**config.mk**
```make
export PLATFORM = sky130hd
export DESIGN_NAME = ioctl_loader
export DESIGN_NICKNAME = d
export VERILOG_FILES = /design/src/rtl/ioctl_loader.sv
export SDC_FILE = /design/constraint.sdc
export NUM_CORES = 1
export LEC_CHECK = 0
export ABC_AREA = 1
export CAP_MARGIN = 20
export CELL_PAD_IN_SITES_DETAIL_PLACEMENT = 1
export CELL_PAD_IN_SITES_GLOBAL_PLACEMENT = 2
export CORE_MARGIN = 4
export CORE_UTILIZATION = 37
export DETAILED_ROUTE_END_ITERATION = 7
export HOLD_SLACK_MARGIN = 0.06
export PLACE_DENSITY = 0.9
export SLEW_MARGIN = 20
export SYNTH_ARGS = -nofsm -noshare
export SYNTH_HDL_FRONTEND = slang
export SYNTH_SLANG_ARGS = --single-unit
export TNS_END_PERCENT = 5
```
**constraint.sdc**
```tcl
create_clock -name clk_sys -period 4.5 [get_ports clk_sys]
set_input_delay 0.675 -clock clk_sys [delete_from_list [all_inputs] [get_ports clk_sys]]
set_output_delay 0.675 -clock clk_sys [all_outputs]
set_load 0.02 [all_outputs]
```
**src/rtl/ioctl_loader.sv**
```systemverilog
// Packs the mist_io download byte stream into 16-bit words with byte enables and writes them
// to a ROM/RAM controller via req/ack. Optional checksum: define IOCTL_LOADER_CHECKSUM_EN.
module ioctl_loader #(
   parameter int unsigned FIFO_LOG2  = 2,
   parameter logic [7:0]  INDEX_MASK = 8'h1F,
   parameter logic [7:0]  INDEX_SEL  = 8'h00
) (
   input  logic        clk_sys,
   input  logic        reset,
   input  logic        ioctl_download,
   input  logic [7:0]  ioctl_index,
   input  logic        ioctl_wr,
   input  logic [24:0] ioctl_addr,
   input  logic [7:0]  ioctl_dout,
   output logic        mem_req,
   output logic [23:0] mem_addr,
   output logic [15:0] mem_din,
   output logic [1:0]  mem_be,
   input  logic        mem_ack,
   output logic        busy,
   output logic        done,
   output logic [24:0] byte_count,
   output logic        overflow,
   output logic [15:0] checksum
);

   localparam int unsigned Depth = 1 << FIFO_LOG2;

   typedef enum logic [2:0] {StIdle, StActive, StFlush, StDrain, StDone} state_e;

   state_e state_q, state_d;
   logic   dl_q;
   logic   start, accept;

   logic        pend_valid_q, pend_valid_d;
   logic [23:0] pend_addr_q, pend_addr_d;
   logic [15:0] pend_data_q, pend_data_d;
   logic [1:0]  pend_be_q, pend_be_d;

   logic [1:0]  lane_be, merged_be;
   logic [15:0] byte_word, merged_data;

   logic        push, push_ok, drop, pop;
   logic [15:0] push_data;
   logic [1:0]  push_be;

   logic [23:0]        fifo_addr_q [Depth];
   logic [15:0]        fifo_data_q [Depth];
   logic [1:0]         fifo_be_q   [Depth];
   logic [FIFO_LOG2:0] wr_ptr_q, rd_ptr_q;
   logic               fifo_empty, fifo_full;

   logic        mem_req_q, mem_req_d;
   logic [23:0] mem_addr_q, mem_addr_d;
   logic [15:0] mem_din_q, mem_din_d;
   logic [1:0]  mem_be_q, mem_be_d;

   logic [24:0] byte_count_q, byte_count_d;
   logic        overflow_q, overflow_d;

   assign start  = (state_q == StIdle) && ioctl_download && !dl_q &&
                   ((ioctl_index & INDEX_MASK) == INDEX_SEL);
   assign accept = (state_q == StActive) && ioctl_wr;

   assign lane_be     = ioctl_addr[0] ? 2'b10 : 2'b01;
   assign byte_word   = ioctl_addr[0] ? {ioctl_dout, 8'h00} : {8'h00, ioctl_dout};
   assign merged_be   = pend_be_q | lane_be;
   assign merged_data = pend_data_q | byte_word;

   // Pending-word assembly; produces at most one FIFO push per cycle.
   always_comb begin
      pend_valid_d = pend_valid_q;
      pend_addr_d  = pend_addr_q;
      pend_data_d  = pend_data_q;
      pend_be_d    = pend_be_q;
      push         = 1'b0;
      push_data    = pend_data_q;
      push_be      = pend_be_q;
      if (start) begin
         pend_valid_d = 1'b0;
         pend_addr_d  = 24'h0;
         pend_data_d  = 16'h0;
         pend_be_d    = 2'b00;
      end else if (accept) begin
         if (pend_valid_q && (pend_addr_q == ioctl_addr[24:1]) &&
             ((pend_be_q & lane_be) == 2'b00)) begin
            if (merged_be == 2'b11) begin
               push         = 1'b1;
               push_data    = merged_data;
               push_be      = merged_be;
               pend_valid_d = 1'b0;
            end else begin
               pend_data_d = merged_data;
               pend_be_d   = merged_be;
            end
         end else begin
            push         = pend_valid_q;
            pend_valid_d = 1'b1;
            pend_addr_d  = ioctl_addr[24:1];
            pend_data_d  = byte_word;
            pend_be_d    = lane_be;
         end
      end else if (state_q == StFlush) begin
         push         = pend_valid_q;
         pend_valid_d = 1'b0;
      end
   end

   assign fifo_empty = (wr_ptr_q == rd_ptr_q);
   assign fifo_full  = (wr_ptr_q[FIFO_LOG2] != rd_ptr_q[FIFO_LOG2]) &&
                       (wr_ptr_q[FIFO_LOG2-1:0] == rd_ptr_q[FIFO_LOG2-1:0]);
   assign pop        = !mem_req_q && !fifo_empty;
   // A full FIFO that pops this cycle frees the slot the push needs.
   assign push_ok    = push && (!fifo_full || pop);
   assign drop       = push && fifo_full && !pop;

   always_ff @(posedge clk_sys) begin
      if (push_ok) begin
         fifo_addr_q[wr_ptr_q[FIFO_LOG2-1:0]] <= pend_addr_q;
         fifo_data_q[wr_ptr_q[FIFO_LOG2-1:0]] <= push_data;
         fifo_be_q[wr_ptr_q[FIFO_LOG2-1:0]]   <= push_be;
      end
   end

   always_comb begin
      mem_req_d  = mem_req_q;
      mem_addr_d = mem_addr_q;
      mem_din_d  = mem_din_q;
      mem_be_d   = mem_be_q;
      if (mem_req_q && mem_ack) begin
         mem_req_d = 1'b0;
      end else if (pop) begin
         mem_req_d  = 1'b1;
         mem_addr_d = fifo_addr_q[rd_ptr_q[FIFO_LOG2-1:0]];
         mem_din_d  = fifo_data_q[rd_ptr_q[FIFO_LOG2-1:0]];
         mem_be_d   = fifo_be_q[rd_ptr_q[FIFO_LOG2-1:0]];
      end
   end

   always_comb begin
      state_d = state_q;
      unique case (state_q)
         StIdle:   if (start) state_d = StActive;
         StActive: if (!ioctl_download) state_d = StFlush;
         StFlush:  state_d = StDrain;
         StDrain:  if (fifo_empty && !mem_req_q) state_d = StDone;
         StDone:   state_d = StIdle;
         default:  state_d = StIdle;
      endcase
   end

   always_comb begin
      byte_count_d = byte_count_q;
      overflow_d   = overflow_q;
      if (start) begin
         byte_count_d = 25'h0;
         overflow_d   = 1'b0;
      end else begin
         if (accept) byte_count_d = byte_count_q + 25'd1;
         if (drop)   overflow_d   = 1'b1;
      end
   end

   always_ff @(posedge clk_sys or posedge reset) begin
      if (reset) begin
         state_q      <= StIdle;
         dl_q         <= 1'b0;
         pend_valid_q <= 1'b0;
         pend_addr_q  <= 24'h0;
         pend_data_q  <= 16'h0;
         pend_be_q    <= 2'b00;
         wr_ptr_q     <= '0;
         rd_ptr_q     <= '0;
         mem_req_q    <= 1'b0;
         mem_addr_q   <= 24'h0;
         mem_din_q    <= 16'h0;
         mem_be_q     <= 2'b00;
         byte_count_q <= 25'h0;
         overflow_q   <= 1'b0;
      end else begin
         state_q      <= state_d;
         dl_q         <= ioctl_download;
         pend_valid_q <= pend_valid_d;
         pend_addr_q  <= pend_addr_d;
         pend_data_q  <= pend_data_d;
         pend_be_q    <= pend_be_d;
         if (push_ok) wr_ptr_q <= wr_ptr_q + {{FIFO_LOG2{1'b0}}, 1'b1};
         if (pop)     rd_ptr_q <= rd_ptr_q + {{FIFO_LOG2{1'b0}}, 1'b1};
         mem_req_q    <= mem_req_d;
         mem_addr_q   <= mem_addr_d;
         mem_din_q    <= mem_din_d;
         mem_be_q     <= mem_be_d;
         byte_count_q <= byte_count_d;
         overflow_q   <= overflow_d;
      end
   end

`ifdef IOCTL_LOADER_CHECKSUM_EN
   logic [15:0] checksum_q;

   always_ff @(posedge clk_sys or posedge reset) begin
      if (reset) begin
         checksum_q <= 16'h0;
      end else if (start) begin
         checksum_q <= 16'h0;
      end else if (accept) begin
         checksum_q <= checksum_q + {8'h00, ioctl_dout};
      end
   end

   assign checksum = checksum_q;
`else
   assign checksum = 16'h0000;
`endif

   assign mem_req    = mem_req_q;
   assign mem_addr   = mem_addr_q;
   assign mem_din    = mem_din_q;
   assign mem_be     = mem_be_q;
   assign busy       = (state_q != StIdle);
   assign done       = (state_q == StDone);
   assign byte_count = byte_count_q;
   assign overflow   = overflow_q;

endmodule
```
==> impl_metrics.tcl, run 1 <==
set metrics [dict create \
    run_status "complete, no violations" \
    core_occupancy_in_the_finished_layout_pct 45.26 \
    yosysSeqAreaShare_pct 62.09 \
    final_min_period_over_clock_period_pct 64.23 \
    power_density_mw_per_mm2 667.8 \
    boundaryPins 133 \
    timing.final.setup_violations 0 \
    synth_commonest_cells "nand2_1 (282), edfxtp_1 (168), nor2_1 (154)" \
    setup-tns-final_ns 0 \
    ctsLongestPathBuffers 3 \
    p_leak_nw 6.582 \
    tritoncts "built" \
    gp_congestion 0.7876 \
    netlist_top_cells_area "edfxtp_1 (39%), dfrtp_1 (23%), nand2_1 (8.1%)" \
    yosys.cell_types.count 46 \
    slew_viol_final 0 \
    vias 9488 \
    finish.cell_count_without_fillers 1882 \
    r2r_setup_slack_ns 1.61 \
    criticalPathCategory "flip-flop to flip-flop" \
    cp_common_cell "buf_4" \
    hold_viol_final 0 \
    hold_path_class "flip-flop to flip-flop" \
    cp.required_ns 4.92 \
    gr-total-overflow 0 \
    timing.max_cap.violations 0 \
    synth_enable_flop_cells 168 \
    design.final.nets 1455 \
    grt_pass1_wl_um 56560 \
    min_period_ns 2.890 \
    grtUsageTotal_pct 18.36 \
    drt_wl_total_um 35350 \
    max_slew.worst_pin.slew_ns 0.9916 \
    nature_of_the_critical_path_startpoint "flip-flop" \
    relSlewSlack_pct 33.89 \
    reg_clk_slew_reported_paths_ns 0.07 \
    grt_pass1_vias 10200 \
    drtIter0Drc 554 \
    antenna_cells 0 \
    routed_length_per_placed_instance_um 18.78 \
    ys_seq_elements 290 \
    netlist_area_mm2 0.01304 \
    max_stage_delay_ns 0.70 \
    die_h_um 195.8 \
    unrepaired_setup_endpoints_after_global_routing "false" \
    synth_ff_type "edfxtp_1" \
    grt_start_max_net_pins 87 \
    layout-drive-gt1-share_pct 10.09 \
    cts_inserted_buffers 30 \
    ys.warnings.count 0 \
    final_standard_cell_area_without_fillers_mm2 0.01567 \
    async_reset_ff_share_pct 42.07 \
    cpMaxStageDelayCell "buf_4" \
    synth.avg_cell_area_um2 10.07 \
    crit_path_end_kind "flip-flop" \
    post-synth-top-area-cell "edfxtp_1" \
    tritoncts_num_sinks 290 \
    synth_top_cell_area_share_pct 38.68 \
    worst-path-buf-inv 3 \
    ant_nets 0 \
    fin_skew_ns 0.02063 \
    clock.fmax_ghz 0.3460 \
    cts.repair_timing.setup_buffer_count 0 \
    most_frequent_cell_after_synthesis "nand2_1" \
    routed_via_density 5.041 \
    power.total_mw 10.46 \
    drc_errors 0 \
    fill_cells 3828 \
    port_buffers 113 \
    critPathTopFamily "buffers and inverters" \
    dp_hpwl_um 23030 \
    core.rowCount 68 \
    die_area_mm2 0.03832 \
    resized_cells_post_cts 0 \
    numPlacedInstances 1826 \
    layout-area-overhead-vs-synth_pct 20.16 \
    core_region_area_mm2 0.03463 \
    ctsHtreeMaxLevel 1 \
    drt_pass1_iterations 5 \
    vdd_ir_drop_max_uv 323.1 \
    ctsRootBufferMaster "clkbuf_16" \
    start_util_pct 37.66 \
    worstPathArrival_ns 3.31 \
    timing.critical_path.cells "buf_4, inv_2, buf_4, o21ai_0, o22ai_1, mux2_2" \
    placed_cell_area_mm2 0.01461 \
    die_w_um 195.8 \
    syn-instance-count 1295 \
    clkLatencyLatePin_ns 0.56 \
    holdBufCountCts 0 \
    antenna_found_initial 1 \
    critical_path_peak_fanout 86 \
]
[sequential cells by signal (all words and copies together), names as in the netlist, 2 cells and up]
name         count
fifo_addr_q     96
mem_din         16
state_q          3
pend_be_q        2
pend_data_q     16
pend_addr_q     24
fifo_be_q        8
rd_ptr_q         3
mem_be           2
wr_ptr_q         3
fifo_data_q     64
mem_addr        24
byte_count      25
[metal layers]
layer / track usage (%) / up-vias / part of all wire (%) / routed length (µm)
li1: - / 4509 / - / -
met1: 24.66 / 4752 / 45 / 15960
met2: 31.56 / 176 / 49 / 17260
met3: 2.799 / 49 / 4.1 / 1437
met4: 4.370 / 2 / 1.9 / 672
met5: 0 / - / 0.037 / 13
[final cells by class]
class / count / area, µm² / area share, %
repair buffers: 127 / 1286 / 8.208
multi-input cells: 811 / 4109 / 26.22
clock inverters: 21 / 274.0 / 1.749
flip-flops and latches: 290 / 8099 / 51.68
clock buffers: 35 / 790.8 / 5.046
inverters: 143 / 543.0 / 3.465
well taps: 455 / 569.3 / 3.633
[layout by cell type, fill, tap and decap left out, types with 7 or more instances in the layout]
| cell type | n |
|---|---|
| xnor2_1 | 7 |
| nor2_4 | 9 |
| dfrtp_1 | 121 |
| nor2_1 | 150 |
| nand2_1 | 282 |
| nand3_1 | 72 |
| inv_2 | 10 |
| clkinv_2 | 7 |
| conb_1 | 16 |
| o22ai_1 | 42 |
| mux2_1 | 7 |
| a21oi_1 | 12 |
| nand4_1 | 15 |
| mux2_2 | 35 |
| edfxtp_1 | 168 |
| clkdlybuf4s50_1 | 113 |
| clkbuf_16 | 31 |
| inv_1 | 127 |
| buf_4 | 10 |
| nor3_1 | 10 |
| o21ai_0 | 104 |
[power breakdown]
part / internal [mW] / switching (mW)
registers: 3.64 / 0.527
clock network: 1.60 / 1.05
logic: 1.42 / 2.22
total: 6.67 / 3.80
[worst min-delay path, cell delays in order (launching register included)]
cell and delay (ns):
dfrtp_1 0.34, nand2_1 0.05, nand2_1 0.05
[worst paths after layout]
| kind | start | to | depth (start not counted) |
|---|---|---|---|
| worst max-delay path | rd_ptr_q[0]$_DFFE_PP0P_ | mem_addr[22]$_DFFE_PP0P_ | 6 |
| worst min-delay path | pend_data_q[5]$_DFFE_PP0P_ | pend_data_q[5]$_DFFE_PP0P_ | 2 |
| worst max register to register | rd_ptr_q[0]$_DFFE_PP0P_ | mem_addr[22]$_DFFE_PP0P_ | 6 |
| worst min register to register | pend_data_q[5]$_DFFE_PP0P_ | pend_data_q[5]$_DFFE_PP0P_ | 2 |
| max in group asynchronous | reset | wr_ptr_q[1]$_DFFE_PP0N_ | 3 |
| min in group asynchronous | reset | pend_addr_q[6]$_DFFE_PP0P_ | 2 |
[through the flow]
step / worst slack [ns] / hold slack [ns]
floorplan: 0.5825 / 0.4491
global placement: 1.147 / 0.4626
detailed placement: 1.063 / 0.4658
CTS: 1.604 / 0.4829
global route: 1.402 / 0.5030
finish: 1.610 / 0.4820
[kinds of logic after synthesis]
kind of cell	share of synthesized area (%)
buffers and inverters	7.070
flip-flops	62.09
XOR/XNOR	0.6044
other	0.02875
multiplexers	3.626
adder cells (fa/ha/maj)	0.5756
AO/OA/AOI/OAI	7.310
AND/OR/NAND/NOR	18.70
(Power assumes the default switching activity.)
==> run 2, diff against run 1 <==
--- a/config.mk
+++ b/config.mk
@@ -10,10 +10,10 @@
 export CELL_PAD_IN_SITES_DETAIL_PLACEMENT = 1
 export CELL_PAD_IN_SITES_GLOBAL_PLACEMENT = 2
 export CORE_MARGIN = 4
-export CORE_UTILIZATION = 37
+export CORE_UTILIZATION = 33
 export DETAILED_ROUTE_END_ITERATION = 7
 export HOLD_SLACK_MARGIN = 0.06
-export PLACE_DENSITY = 0.9
+export PLACE_DENSITY = 0.86
 export SLEW_MARGIN = 20
 export SYNTH_ARGS = -nofsm -noshare
 export SYNTH_HDL_FRONTEND = slang
==> constraint.sdc (replaced) <==
create_clock -name clk_sys -period 2.3 [get_ports clk_sys]
set_input_delay 0.345 -clock clk_sys [delete_from_list [all_inputs] [get_ports clk_sys]]
set_output_delay 0.345 -clock clk_sys [all_outputs]
set_load 0.02 [all_outputs]
==> run 2 against run 1 <==
Clock-buffer cell count is 8 higher. Cell count is 6.5% higher. Sequential share of layout area is 2.3 points lower. Sequential power is 96% higher. Critical path type is now flip-flop to output pin. Highest routed layer is now met4.
==> impl_metrics.tcl, run 2 (same netlist as run 1, synthesis figures left out) <==
set metrics [dict create \
    die_h_um 206.8 \
    relSlewSlack_pct 41.70 \
    share_clk_of_total_power_pct 25.0 \
    placed_cell_area_mm2 0.01531 \
    p_leak_nw 6.925 \
    worstPathArrival_ns 1.78 \
    die_area_mm2 0.04277 \
    ant_nets 0 \
    p_sw_share_pct 36.27 \
    core_occupancy_in_the_finished_layout_pct 42.24 \
    run_status "complete, no violations" \
    gr-total-overflow 0 \
    final_min_period_over_clock_period_pct 92.17 \
    critical_path_peak_fanout 5 \
    numPlacedInstances 1947 \
    tritoncts_num_sinks 290 \
    worst_r2r_path_depth 12 \
    core.rowCount 72 \
    ctsRootBufferMaster "clkbuf_16" \
    timing.critical_path.cells "inv_2, nand2_2, nor2_4, inv_1, dlygate4sd2_1" \
    crit_path_end_kind "output pin" \
    grt_pass1_vias 10400 \
    drt_wl_total_um 37190 \
    drt_pass1_iterations 5 \
    grt_pass1_wl_um 58730 \
    slew_viol_final 0 \
    boundaryPins 133 \
    fin_skew_ns 0.01129 \
    p_sw_mw 7.680 \
    die_w_um 206.8 \
    grtUsageTotal_pct 17.48 \
    layout-area-overhead-vs-synth_pct 25.74 \
    seqCellArea_mm2 0.008104 \
    max_slew.worst_pin.slew_ns 0.8745 \
    grt_start_max_net_pins 86 \
    power.total_mw 21.18 \
    timing.final.setup_violations 0 \
    clkLatencyLatePin_ns 0.57 \
    min_period_ns 2.120 \
    largest_register_ff_count 96 \
    cpMaxStageDelayCell "dfrtp_1" \
    layout-drive-gt1-share_pct 13.73 \
    antenna_cells 0 \
    gp_congestion 0.8032 \
    intPower_mw 13.50 \
    timing.max_cap.violations 0 \
    port_buffers 113 \
    vias 9706 \
    hold_viol_final 0 \
    core_region_area_mm2 0.03883 \
    nature_of_the_critical_path_startpoint "flip-flop" \
    clock.fmax_ghz 0.4717 \
    tritoncts "built" \
    drtIter0Drc 640 \
    antenna_found_initial 0 \
    finish.cell_count_without_fillers 2004 \
    hold_path_class "input port to asynchronous set/reset pin" \
    start_util_pct 33.59 \
    drc_errors 0 \
    most_frequent_cells_in_the_layout "nand2_1 (282), edfxtp_1 (168), nor2_1 (150)" \
    ctsHtreeMaxLevel 1 \
    criticalPathCategory "flip-flop to output pin" \
    vdd_ir_drop_max_uv 612.8 \
    routed_via_density 4.843 \
    final_standard_cell_area_without_fillers_mm2 0.01640 \
    unrepaired_setup_endpoints_after_global_routing "false" \
    total_area_of_multi_input_combinational_cells_mm2 0.004116 \
    cp.required_ns 1.96 \
    power_density_mw_per_mm2 1291 \
    layout.cells.most_common "nand2_1" \
    dp_hpwl_um 25250 \
    fill_cells 4271 \
    routed_length_per_placed_instance_um 18.56 \
    sequentialPowerShare_pct 38.5 \
    reg_clk_slew_reported_paths_ns 0.06 \
    power.combinational.fraction_pct 36.4 \
    cts_inserted_buffers 31 \
    ctsLongestPathBuffers 3 \
    design.final.nets 1514 \
    max_stage_delay_ns 0.45 \
]
## run 2: power by group through the flow
| stage | logic (mW) | clock network [mW] | registers (mW) |
|---|---|---|---|
| final | 7.71 | 5.30 | 8.16 |
| after global routing | 8.55 | 5.62 | 8.33 |
| after CTS | 7.84 | 5.40 | 8.16 |
| after floorplan | 4.10 | 0 | 8.48 |
| after detailed placement | 7.77 | 0 | 8.24 |
| after global placement | 7.46 | 0 | 8.14 |
## run 2: per-layer routing
metal / track usage, % / vias up / share of wire, %
li1: - / 4626 / -
met5: 0 / - / 0
met1: 23.82 / 4804 / 45
met4: 4.391 / 0 / 2.1
met2: 29.83 / 228 / 49
met3: 2.281 / 48 / 4.6
## run 2: worst paths after layout
kind / end / slack, ns / start
min in group clk_sys: dl_q$_DFF_PP0_ / 0.41 / ioctl_download
max reg2reg: fifo_data_q[0][6]$_DFFE_PP_ / 0.19 / pend_addr_q[9]$_DFFE_PP0P_
max: busy / 0.18 / state_q[2]$_DFFE_PP0P_
min: pend_data_q[12]$_DFFE_PP0P_ / 0.1 / reset
min reg2reg: byte_count[2]$_DFFE_PP0P_ / 0.47 / byte_count[2]$_DFFE_PP0P_
max in group asynchronous: pend_addr_q[1]$_DFFE_PP0P_ / 1.68 / reset
## run 2: cell type report
class | instances | share of cell area, %
flip-flops and latches | 290 | 49.42
clock buffers | 43 | 5.310
inverters | 143 | 3.319
well taps | 518 | 3.952
multi-input cells | 811 | 25.10
repair buffers | 185 | 11.63
clock inverters | 14 | 1.274
## run 2: critical path: cells and delay by family (launching register included)
family / cells / cell delay, ns
and+or+nand+nor: 2 / 0.23
DFF: 1 / 0.45
buffers and inverters: 3 / 0.52
## run 2: timing repair
action	CTS	global route
setup endpoints to repair	2	123
gates resized for setup	2	5
buffers inserted	0	0
hold buffers	0	0
## run 2: metrics by stage
step                setup WS, ns  hold WS [ns]  TNS [ns]
floorplan                 -1.179        0.3764   -198.07
CTS                       0.1106       0.08017         0
global placement         -0.1998        0.4624    -35.11
finish                    0.1800       0.09514         0
global route             0.01339        0.1053         0
detailed placement       -0.2532        0.4658    -47.71
